File: src/rtl/otter_wb_arbiter.sv
// Register-file write-back arbiter for the Otter core.
// Merges a never-stalled ALU result stream with a load-result stream.
// Loads are formatted (byte/half/word, sign/zero extension) on acceptance,
// buffered in a 2-entry FIFO whenever the write port is busy, and drained
// in acceptance order. A hazard query reports whether a register still
// has a write in flight, either in the FIFO or in the output register.
module otter_wb_arbiter (
   input  logic        i_clk,
   input  logic        i_rst_n,
   input  logic        i_alu_valid,
   input  logic [4:0]  i_alu_rd,
   input  logic [31:0] i_alu_data,
   input  logic        i_ld_valid,
   output logic        o_ld_ready,
   input  logic [4:0]  i_ld_rd,
   input  logic [31:0] i_ld_word,
   input  logic [2:0]  i_ld_funct3,
   input  logic [1:0]  i_ld_offset,
   output logic        o_w_en,
   output logic [4:0]  o_w_addr,
   output logic [31:0] o_w_data,
   input  logic [4:0]  i_q_addr,
   output logic        o_q_pending
);

   logic [4:0]  fifo_rd   [2];
   logic [31:0] fifo_data [2];
   logic        wr_ptr;
   logic        rd_ptr;
   logic [1:0]  count;

   logic [7:0]  ld_byte;
   logic [15:0] ld_half;
   logic [31:0] ld_fmt;

   logic        fifo_empty;
   logic        ld_accept;
   logic        ld_push;
   logic        fifo_pop;

   logic        sel_valid;
   logic [4:0]  sel_rd;
   logic [31:0] sel_data;

   logic        head_hit;
   logic        tail_hit;
   logic        out_hit;

   // Ready depends only on the registered count, so no input reaches it.
   assign o_ld_ready = (count != 2'd2);
   assign fifo_empty = (count == 2'd0);
   assign ld_accept  = i_ld_valid && o_ld_ready;
   // ALU owns the port when valid; otherwise the FIFO head goes first.
   assign fifo_pop   = !i_alu_valid && !fifo_empty;
   // A load is buffered unless it can take the port straight away.
   assign ld_push    = ld_accept && (i_alu_valid || !fifo_empty);

   // Format the incoming load word into its register value.
   always_comb begin
      ld_byte = i_ld_word[7:0];
      case (i_ld_offset)
         2'd0:    ld_byte = i_ld_word[7:0];
         2'd1:    ld_byte = i_ld_word[15:8];
         2'd2:    ld_byte = i_ld_word[23:16];
         default: ld_byte = i_ld_word[31:24];
      endcase
      // Halfword selection ignores offset[0]; misaligned halves are not split.
      ld_half = i_ld_offset[1] ? i_ld_word[31:16] : i_ld_word[15:0];
      case (i_ld_funct3)
         3'b000:  ld_fmt = {{24{ld_byte[7]}}, ld_byte};
         3'b001:  ld_fmt = {{16{ld_half[15]}}, ld_half};
         3'b100:  ld_fmt = {24'h0, ld_byte};
         3'b101:  ld_fmt = {16'h0, ld_half};
         default: ld_fmt = i_ld_word;
      endcase
   end

   // Pick this cycle's write source: ALU, then FIFO head, then bypassed load.
   always_comb begin
      sel_valid = 1'b0;
      sel_rd    = 5'd0;
      sel_data  = 32'h0;
      if (i_alu_valid) begin
         sel_valid = 1'b1;
         sel_rd    = i_alu_rd;
         sel_data  = i_alu_data;
      end else if (!fifo_empty) begin
         sel_valid = 1'b1;
         sel_rd    = fifo_rd[rd_ptr];
         sel_data  = fifo_data[rd_ptr];
      end else if (ld_accept) begin
         sel_valid = 1'b1;
         sel_rd    = i_ld_rd;
         sel_data  = ld_fmt;
      end
   end

   // Output register; x0 results are consumed but never written.
   always_ff @(posedge i_clk or negedge i_rst_n) begin
      if (!i_rst_n) begin
         o_w_en   <= 1'b0;
         o_w_addr <= 5'd0;
         o_w_data <= 32'h0;
      end else begin
         o_w_en <= sel_valid && (sel_rd != 5'd0);
         if (sel_valid) begin
            o_w_addr <= sel_rd;
            o_w_data <= sel_data;
         end
      end
   end

   // FIFO pointers and occupancy; push and pop together leave count unchanged.
   always_ff @(posedge i_clk or negedge i_rst_n) begin
      if (!i_rst_n) begin
         wr_ptr <= 1'b0;
         rd_ptr <= 1'b0;
         count  <= 2'd0;
      end else begin
         if (ld_push)
            wr_ptr <= ~wr_ptr;
         if (fifo_pop)
            rd_ptr <= ~rd_ptr;
         case ({ld_push, fifo_pop})
            2'b10:   count <= count + 2'd1;
            2'b01:   count <= count - 2'd1;
            default: count <= count;
         endcase
      end
   end

   // FIFO storage; contents are only meaningful under the count, so no reset.
   always_ff @(posedge i_clk) begin
      if (ld_push) begin
         fifo_rd[wr_ptr]   <= i_ld_rd;
         fifo_data[wr_ptr] <= ld_fmt;
      end
   end

   // Hazard query: head is live with one entry, both entries live when full.
   assign head_hit    = (count != 2'd0) && (fifo_rd[rd_ptr] == i_q_addr);
   assign tail_hit    = (count == 2'd2) && (fifo_rd[~rd_ptr] == i_q_addr);
   assign out_hit     = o_w_en && (o_w_addr == i_q_addr);
   assign o_q_pending = (i_q_addr != 5'd0) && (head_hit || tail_hit || out_hit);

endmodule

File: config.mk
export PLATFORM = sky130hd
export DESIGN_NAME = otter_wb_arbiter
export DESIGN_NICKNAME = d
export VERILOG_FILES = /design/src/rtl/otter_wb_arbiter.sv
export SDC_FILE = /design/constraint.sdc
export NUM_CORES = 1
export LEC_CHECK = 0
export ABC_AREA = 1
export CAP_MARGIN = 40
export CORE_ASPECT_RATIO = 0.9
export CORE_UTILIZATION = 47
export DETAILED_ROUTE_END_ITERATION = 8
export HOLD_SLACK_MARGIN = 0.02
export MAX_ROUTING_LAYER = met4
export PLACE_DENSITY = 0.79
export SYNTH_ARGS = -nofsm -noshare
export SYNTH_HDL_FRONTEND = slang
export SYNTH_SLANG_ARGS = --single-unit
File: constraint.sdc
create_clock -name i_clk -period 2.5 [get_ports i_clk]
set_input_delay 0.5 -clock i_clk [delete_from_list [all_inputs] [get_ports i_clk]]
set_output_delay 0.5 -clock i_clk [all_outputs]
set_load 0.005 [all_outputs]
==> results.py, run 1 <==
metrics = {
    "outcome": {
        "status": "finished, final reports clean",
    },
    "floorplanning": {
        "coreArea_sq_um": 12690,
        "die-width_um": 122.4,
        "dieArea_sq_um": 13510,
        "die_h_um": 110.4,
        "start_util_pct": 48.34,
        "row_count": 39,
        "io_pins": 128,
    },
    "power_and_ir_drop": {
        "peakVddDrop_uv": 606.4,
        "p_int_uw": 5748,
        "leakagePower_uw": 0.003750,
        "switching_share_pct": 32.12,
        "p_clk_share_pct": 29.4,
        "power_switching_uw": 2720,
        "combPwrFrac_pct": 35.7,
        "power_density_nw_per_um2": 1009,
        "seqPwrFrac_pct": 34.8,
    },
    "critical_path": {
        "cp_max_fo": 7,
        "critPathRequiredTime_ns": 2.00,
        "worstSetupPathType": "flop to output port",
        "critPathArrivalTime_ns": 1.84,
        "cp-start-kind": "flop",
        "endpoint_kind": "output port",
    },
    "routing": {
        "drtAntennaViolNets": 0,
        "drc_errors": 0,
        "drt-total-wl_um": 16910,
        "via_count": 5565,
        "avgRoutedWirePerCell_um": 16.12,
        "vias_per_cell": 5.305,
        "drt_iter0_markers": 513,
        "drt_first_pass_iters": 6,
    },
    "place": {
        "port_buffers": 127,
        "gp_congestion": 0.9326,
        "post_dp_cell_area_sq_um": 7706,
        "dp.cells": 1011,
        "dp_hpwl_um": 12040,
        "post-place-ws_ns": -0.1541,
    },
    "yosys": {
        "avgSynthCellArea_sq_um": 8.460,
        "syn_inst": 725,
        "synth_top_area_cell": "edfxtp_1",
        "ys_ff_latch": 116,
        "yosysWarnings": 0,
        "synth-seq-area-share_pct": 53.37,
        "synth_area_sq_um": 6133,
        "yosysTopAreaCellShare_pct": 36.23,
        "ys_top_cells_by_area": "edfxtp_1, dfrtp_1, nand2_1",
        "synthArstFlopShare_pct": 36.21,
        "synth_top_flop_cell": "edfxtp_1",
        "ys_types": 36,
        "synth_fp_nets": 814,
        "synth_edf_count": 74,
    },
    "timing": {
        "max_freq_ghz": 0.4274,
        "period_share_pct": 93.58,
        "max-slew-margin-rel_pct": 50.19,
        "drv_slew": 0,
        "worst_pin_slew_ns": 0.7471,
        "finalCriticalPeriod_ns": 2.340,
        "finalSetupViolations": 0,
        "hold_viol_final": 0,
        "rsz0062_at_grt": "no",
        "fin_ws_ns": 0.1604,
        "clock-skew-final_ns": 0.01720,
    },
    "final_layout": {
        "diodes": 0,
        "final_common_cell": "nand2_1",
        "nets": 964,
        "instances_no_fill": 1049,
        "design_area_sq_um": 8389,
        "areaGrowthSynthToFinish_pct": 36.78,
        "layout_common_cells": "nand2_1, clkdlybuf4s50_1, edfxtp_1",
        "drive_gt1_share_pct": 11.75,
        "num-fill-cells": 1023,
    },
    "clock_tree": {
        "cts_buffers": 17,
        "numClockSinks": 116,
        "clockBufferDepth": 2,
        "cts-root-buf": "clkbuf_16",
        "insertion_delay_ns": 0.41,
        "cts_tree": "yes",
        "postCtsHoldBufs": 0,
        "clk_pin_slew_ns": 0.05,
        "htreeDepth": 4,
    },
    "grt": {
        "grt_overflow": 0,
        "grt_max_degree": 37,
        "grt_pass1_vias": 5293,
        "grt_use_total_pct": 27.12,
        "grt_pass1_wl_um": 26650,
        "antenna_found_initial": 0,
    },
    "hold_path": {
        "hold_class": "primary input to async pin",
    },
    "run": {
        "cap_violations": 0,
    },
}
final cells by class:
class,instances,area [sq um],area share [%]
multi-input cells,527,2494,29.72
well taps,164,205.2,2.446
repair buffers,168,1638,19.52
inverters,45,177.7,2.118
clock inverters,11,161.4,1.924
flip-flops and latches,116,3274,39.03
clock buffers,18,439.2,5.235
power groups by stage:
stage | clock, uW | sequential, uW | combinational [uW]
after global placement | 0 | 2960 | 2830
after floorplan | 0 | 2960 | 1520
after detailed placement | 0 | 2970 | 2870
final | 2490 | 2950 | 3030
after global routing | 2600 | 3010 | 3340
after CTS | 2510 | 2960 | 2940
stage by stage:
stage,setup TNS [ns],util [%],hold WS (ns),power (uW)
2_1_floorplan,-37.59,-,0.2044,4487
5_1_grt,0,66.12,0.1966,8954
4_1_cts,0,65.76,0.1764,8409
3_5_place_dp,-0.1541,60.74,0.4731,5848
3_3_place_gp,-0.1252,60.74,0.4694,5794
6_report,0,66.12,0.1663,8469
cell families (layout without fill, tap and decap cells):
kind of cell / Yosys count / in the layout / share of synthesized area, %
flops: 116 / 116 / 53.37
buf+inv: 82 / 242 / 6.344
xor+xnor: 4 / 4 / 0.5713
simple gates: 392 / 392 / 27.25
fa+ha+maj: 1 / 1 / 0.2040
compound gates: 130 / 130 / 12.26
synthesized netlist by cell type (5+ instances only):
cell / count
a21boi_0: 7
a21oi_1: 71
nand2_1: 274
o21ai_0: 17
inv_1: 38
nand3_1: 47
inv_2: 5
nand3_2: 11
clkbuf_1: 8
edfxtp_1: 74
buf_2: 20
nor2_1: 50
buf_6: 5
o211ai_1: 9
o21a_1: 7
dfrtp_1: 42
a211oi_1: 8
registers in the layout, indices dropped and copies added (netlist names):
name / cells
fifo_data: 64
o_w_data: 32
fifo_rd: 10
wr_ptr: 1
o_w_en: 1
o_w_addr: 5
rd_ptr: 1
count: 2
layer usage:
layer	track usage, %	up-vias	part of all wire [%]
li1	-	2720	-
met2	42.30	233	48
met1	35.99	2594	45
met4	9.582	0	1.4
met5	-	-	0
met3	4.424	18	5.9
worst max-delay path, cell delays in order (launching register included):
cell and delay (ns):
dfrtp_2 0.44, clkinv_4 0.09, clkbuf_4 0.18, buf_4 0.11, nand2_1 0.04, nand3_1 0.06
nand2_1 0.05, nor2_1 0.11, nand3_1 0.08, nand3_1 0.09, nand2_1 0.05, inv_1 0.04
clkbuf_2 0.10
path summary, 6_finish.rpt:
| check | start | end | slack (ns) | cells past startpoint |
|---|---|---|---|---|
| setup / recovery | rd_ptr | o_q_pending | 0.16 | 12 |
| hold / removal | i_rst_n | o_w_addr[2] | 0.17 | 1 |
| setup reg to reg | count[1] | count[1] | 0.80 | 8 |
| hold reg to reg | o_w_data[0] | o_w_data[0] | 0.48 | 2 |
| max in group asynchronous | i_rst_n | o_w_data[19] | 1.70 | 2 |
| min in group i_clk | o_w_data[0] | o_w_data[0] | 0.48 | 2 |
repair_timing:
action,in CTS,in global routing
gates resized for setup,8,6
endpoints found under the setup margin,1,1
setup buffers,3,6
hold endpoints to repair,0,0
pin swaps,2,3
(Power assumes the default switching activity.)
==> inputs of run 2 (changes only) <==
--- a/config.mk
+++ b/config.mk
@@ -14,4 +14,5 @@
 export MAX_ROUTING_LAYER = met4
 export PLACE_DENSITY = 0.79
+export SLEW_MARGIN = 20
 export SYNTH_ARGS = -nofsm -noshare
 export SYNTH_HDL_FRONTEND = slang
==> constraint.sdc (replaced) <==
create_clock -name i_clk -period 2.5 [get_ports i_clk]
set_input_delay 0.5 -clock i_clk [delete_from_list [all_inputs] [get_ports i_clk]]
set_output_delay 0.5 -clock i_clk [all_outputs]
set_load 0.05 [all_outputs]
==> run 2 against run 1 <==
Against the previous run: core utilization down 0.62 points; clock-buffer cell count is 1 lower; worst setup slack worse by 0.029 ns; maximum frequency down 1.2%; first-iteration DRC count grew 1.2%.
==> results.py, run 2 (same netlist as run 1, synthesis figures left out) <==
metrics = {
    "floorplanning": {
        "die-width_um": 122.4,
        "dieArea_sq_um": 13510,
        "start_util_pct": 48.34,
        "io_pins": 128,
        "coreArea_sq_um": 12690,
        "die_h_um": 110.4,
        "row_count": 39,
    },
    "critical_path": {
        "path_delay_family": "buffers and inverters",
        "critical-path-slowest-cell": "clkdlybuf4s50_1",
        "cp-start-kind": "primary input",
        "r2r_setup_slack_ns": 0.61,
        "cp_slowest_stage_delay_ns": 0.56,
        "cp_max_fo": 4,
        "worstSetupPathType": "primary input to output port",
        "crit_chain": "clkdlybuf4s50_1 > inv_1 > nand3_1 > nand2_1 > nor2_1 > nand3_1 > nand3_1 > nand2_1 > inv_2 > buf_12",
        "endpoint_kind": "output port",
        "crit_top_cell": "nand3_1",
        "critPathArrivalTime_ns": 1.87,
        "worst-path-buf-inv": 4,
        "critPathRequiredTime_ns": 2.00,
    },
    "routing": {
        "drt_iter0_markers": 519,
        "drt-total-wl_um": 17110,
        "drc_errors": 0,
        "drtAntennaViolNets": 0,
        "avgRoutedWirePerCell_um": 16.42,
        "drt_first_pass_iters": 6,
        "via_count": 5620,
        "vias_per_cell": 5.393,
    },
    "timing": {
        "period_share_pct": 94.75,
        "worst_pin_slew_ns": 0.6077,
        "whs_ns": 0.1660,
        "max_freq_ghz": 0.4221,
        "drv_slew": 0,
        "max-slew-margin-rel_pct": 59.49,
        "clock-skew-final_ns": 0.01641,
        "finalCriticalPeriod_ns": 2.369,
        "finalSetupViolations": 0,
        "hold_viol_final": 0,
    },
    "grt": {
        "grt_pass1_wl_um": 26540,
        "grt_use_total_pct": 27.17,
        "grt_overflow": 0,
        "grt_pass1_vias": 5251,
        "grt_max_degree": 43,
        "antenna_found_initial": 0,
    },
    "power_and_ir_drop": {
        "power_uw": 9301,
        "combPwrFrac_pct": 42.7,
        "p_int_uw": 5545,
        "power_density_nw_per_um2": 1119,
        "switching_share_pct": 40.38,
        "p_clk_share_pct": 25.7,
        "leakagePower_uw": 0.003702,
        "seqPwrFrac_pct": 31.6,
        "power_switching_uw": 3756,
        "peakVddDrop_uv": 550.0,
    },
    "final_layout": {
        "areaGrowthSynthToFinish_pct": 35.50,
        "max_flop_register": "fifo_data",
        "instances_no_fill": 1042,
        "diodes": 0,
        "fin_util_pct": 65.50,
        "reg.largest.list": "fifo_data x64, o_w_data x32, fifo_rd x10",
        "design_area_sq_um": 8310,
        "layout_common_cells": "nand2_1, clkdlybuf4s50_1, edfxtp_1",
        "drive_gt1_share_pct": 11.39,
        "nets": 954,
        "final_common_cell": "nand2_1",
        "largest_register_ffs": 64,
    },
    "place": {
        "dp.cells": 1003,
        "gp_congestion": 0.9505,
        "dp_hpwl_um": 11780,
        "post_dp_cell_area_sq_um": 7631,
        "port_buffers": 127,
    },
    "clock_tree": {
        "cts_tree": "yes",
        "clk_pin_slew_ns": 0.07,
        "htreeDepth": 4,
        "cts-root-buf": "clkbuf_16",
        "numClockSinks": 116,
        "clockBufferDepth": 2,
        "insertion_delay_ns": 0.42,
        "cts_buffers": 17,
    },
    "outcome": {
        "status": "finished, final reports clean",
    },
    "run": {
        "cap_violations": 0,
    },
    "hold_path": {
        "hold_class": "primary input to async pin",
    },
}
## run 2: changes by cell type in the layout (fill, tap and decap cells not counted), moves of 2 or more
cell,delta
inv_6,+3
bufinv_16,-2
buf_4,-9
clkinv_4,+4
## run 2: final timing paths
| check | end | start | cells past startpoint |
|---|---|---|---|
| max in group asynchronous | rd_ptr | i_rst_n | 2 |
| setup / recovery | o_q_pending | i_q_addr[3] | 10 |
| min in group i_clk | o_w_data[0] | o_w_data[0] | 2 |
| hold / removal | o_w_addr[4] | i_rst_n | 2 |
| hold reg to reg | o_w_data[0] | o_w_data[0] | 2 |
| setup reg to reg | count[1] | count[0] | 8 |
## run 2: area by class of cell
class                      instances  area (sq um)
clock buffer                      17         425.4
clock inverter                    15         156.4
fill                            1033          4377
inverter                          45         177.7
multi-input combinational        527          2496
sequential                       116          3274
tap                              164         205.2
timing repair buffer             158          1575
## run 2: power groups by stage
stage	Clock, uW	Sequential (uW)	Combinational [uW]
2_1_floorplan	0	3820	1580
3_3_place_gp	0	2970	3730
3_5_place_dp	0	2980	3760
4_1_cts	2400	2960	3790
5_1_grt	2490	3000	4290
6_report	2390	2940	3970
## run 2: routing by layer
metal,part of all wire (%),vias up,track usage (%)
li1,-,2701,-
met1,43,2613,36.49
met2,47,267,42.01
met3,7.2,39,4.578
met4,2.1,0,9.059
met5,0,-,-
## run 2: worst register-to-register path, stage by stage, from the launching register on
cell and delay (ns):
dfrtp_1 0.44, inv_2 0.08, nand2_1 0.12, nand2_1 0.10, inv_2 0.28, ha_1 0.33
a21oi_1 0.11, o21ai_0 0.13, xor2_1 0.17
## run 2: repair_timing
| item | in CTS | in global routing |
|---|---|---|
| endpoints found under the setup margin | 0 | 2 |
| resized for setup | 0 | 14 |
| hold buffers | 0 | 0 |
| setup buffers | 0 | 6 |
## run 2: stage by stage
step	setup WS (ns)	TNS, ns
finish	0.1312	0
detailed placement	0.1075	0
global placement	0.1692	0
global route	-0.006267	-0.006267
floorplan	-0.06839	-5.060
CTS	0.002732	0
==> patch, RTL diff (settings of run 1) <==
Register the input `i_ld_offset` before use. The logic sees it one clock later. The other inputs are not delayed to match.
--- a/src/rtl/otter_wb_arbiter.sv
+++ b/src/rtl/otter_wb_arbiter.sv
@@ -23,4 +23,10 @@
    output logic        o_q_pending
 );
+
+   logic [1:0] i_ld_offset_q;
+
+   always_ff @(posedge i_clk) begin
+      i_ld_offset_q <= i_ld_offset;
+   end
 
    logic [4:0]  fifo_rd   [2];
@@ -59,5 +65,5 @@
    always_comb begin
       ld_byte = i_ld_word[7:0];
-      case (i_ld_offset)
+      case (i_ld_offset_q)
          2'd0:    ld_byte = i_ld_word[7:0];
          2'd1:    ld_byte = i_ld_word[15:8];
@@ -66,5 +72,5 @@
       endcase
       // Halfword selection ignores offset[0]; misaligned halves are not split.
-      ld_half = i_ld_offset[1] ? i_ld_word[31:16] : i_ld_word[15:0];
+      ld_half = i_ld_offset_q[1] ? i_ld_word[31:16] : i_ld_word[15:0];
       case (i_ld_funct3)
          3'b000:  ld_fmt = {{24{ld_byte[7]}}, ld_byte};
Function: changed (Yosys sat finds a counterexample within 4 cycles, from zero or initial values and one cycle with i_rst_n low).
==> patch against run 1 <==
Count of clock-buffer cells in the layout grew 2. Sequential cell count is 2 higher. Routed wire length decreased by 3.3%. Cell area shrank 1.4%. Total power down 2.0%. Hold slack improved by 13 ps. Critical path type unchanged. Clock skew is 9.0 ps lower. Die area down 0.82%. Worst setup slack got worse by 21 ps. Synthesized area fell by 0.84%. First-iteration DRC count down 10%. Non-clock buffer count is 15 lower.
==> patch: results (changes against run 1) <==
synth_async_sr_flop_share_pct: 35.6  # -0.61 points
firstDrtPassIters: 5  # -1
fin_skew_ps: 8.18  # -9.02 ps
wl_per_cell_um: 15.9  # -1.4%
grt_usage_pct: 26.4  # -0.68 points
holdBufCountCts: 0  # unchanged
first_global_vias: 5069  # -4.2%
slew_headroom_pct: 60.3  # +10 points
dp_slack_ps: -161  # -7.35 ps
top_regs: "fifo_data: 64 flops, o_w_data: 32 flops, fifo_rd: 10 flops"
drive_gt1_share_pct: 10.6  # -1.1 points
yosysWarnings: 0  # unchanged
dpl_cell_area_um2: 7650  # -0.71%
grt_max_degree: 43  # +16%
final_nets: 941  # -2.4%
root_buffer: "clkbuf_16"
hold_path.class: "in -> async"
ys_types: 34  # -5.6%
cts_buffer_depth: 2  # unchanged
seq_area_frac_synth_pct: 54.5  # +1.1 points
syn_nets: 802  # -1.5%
critical_path_arrival_ps: 1860  # +20 ps
synthCells: 713  # -1.7%
leakage_nw: 3.69  # -1.6%
path_clk_slew_ps: 50  # about the same
status: "completed"
reg2reg_from: "count[0]$_DFFE_PN0P_"
synth_enable_flop_cells: 74  # unchanged
drtIter0Drc: 461  # -10%
gp_routability_congestion: 0.911  # -2.3%
peakVddDrop_mv: 0.543  # -10%
fin_cells: 1029  # -1.9%
synth_top_cells_by_area: "edfxtp_1 37%, dfrtp_1 17%, nand2_1 17%, a21oi_1 5.7%, nand3_1 3.5%"
antenna_cells: 0  # unchanged
clkLatencyLatePin_ps: 410  # about the same
io_buffers: 127  # unchanged
hpwl_um: 11600  # -3.5%
grt_pass1_wl_um: 25500  # -4.1%
grt_antenna_before_repair: 0  # unchanged
numCtsBuffers: 17  # unchanged
synth_flop_cell: "edfxtp_1"
num_vias: 5402  # -2.9%
crit_start: "rd_ptr$_DFFE_PN0P_"
cp_max_fo: 7  # unchanged
filler_cell_count: 1020  # -0.29%
cts_max_level: 4  # unchanged
synthTopCellsByCount: "279 x nand2_1, 74 x edfxtp_1, 69 x a21oi_1"
patch: cell types whose count changed after synthesis, moves of 3 or more:
cell      delta
a22oi_1      +4
nand2_1      +5
buf_4        -4
inv_1        -5
o21ai_0      -3
a21boi_0     -4
nand3_1      -4
o211ai_1     -5
nand2_2      +6
patch: report_power, final:
| part | leakage (nW) | total (mW) | switching, mW | internal [mW] |
|---|---|---|---|---|
| sequential | 1.21 | 2.99 | 0.270 | 2.72 |
| combinational | 2.19 | 2.85 | 1.56 | 1.29 |
| clock | 0.292 | 2.46 | 0.814 | 1.65 |
| total | 3.69 | 8.30 | 2.64 | 5.66 |
patch: layout make-up:
cell class | count | area, µm² | share of cell area, %
clock buffers | 20 | 437 | 5.28
clock inverters | 12 | 159 | 1.92
inverters | 40 | 155 | 1.87
multi-input cells | 522 | 2460 | 29.7
flip-flops and latches | 118 | 3310 | 40.1
well taps | 164 | 205 | 2.48
repair buffers | 153 | 1540 | 18.7
patch: path summary, 6_finish.rpt:
kind | endpoint | slack [ps] | cells past startpoint
worst min-delay path | o_w_addr[1]$_DFFE_PN0P_ | 180 | 2
min in group i_clk | o_w_data[3]$_DFFE_PN0P_ | 520 | 2
worst min register to register | o_w_data[3]$_DFFE_PN0P_ | 520 | 2
worst max-delay path | o_q_pending | 140 | 11
worst max register to register | o_w_data[13]$_DFFE_PN0P_ | 790 | 8
max in group asynchronous | rd_ptr$_DFFE_PN0P_ | 1880 | 2
patch: timing repair:
| action | 4_1_cts | 5_1_grt |
|---|---|---|
| pin swaps | 5 | 3 |
| setup buffers | 1 | 0 |
| setup endpoints to repair | 1 | 1 |
| resized for setup | 10 | 4 |
patch: cell families after synthesis:
| family | Yosys count | share of synthesized area, % |
|---|---|---|
| xor gates and xnor gates | 5 | 0.720 |
| AOI/OAI and AO/OA | 118 | 11.3 |
| adders and majority gates | 1 | 0.206 |
| buffers and inverters | 73 | 5.43 |
| DFF | 118 | 54.5 |
| and+or+nand+nor | 398 | 27.9 |
patch: worst max-delay path, stage by stage (launching register included):
cell,delay [ps]
dfrtp_2,480
buf_6,160
nand2_1,80
nand2_1,60
nand2_1,50
nand2_1,40
nor2_1,110
nand3_1,90
nand3_1,100
nand2_1,50
inv_1,50
clkdlybuf4s15_1,190
patch: stage by stage:
step                      setup TNS, ps  util [%]
after global routing                  0      65.5
final                                 0      65.5
after detailed placement           -161      60.5
after floorplan                  -23770         -
after CTS                             0      65.4
after global placement             -171      60.5
patch: per-layer routing:
metal  global-route usage, %  part of all wire [%]  up-vias
li1                        -                     -     2651
met1                    34.0                    45     2493
met2                    41.8                    46      225
met3                    4.56                   6.8       33
met4                    10.1                   2.2        0
met5                       -                     0        -
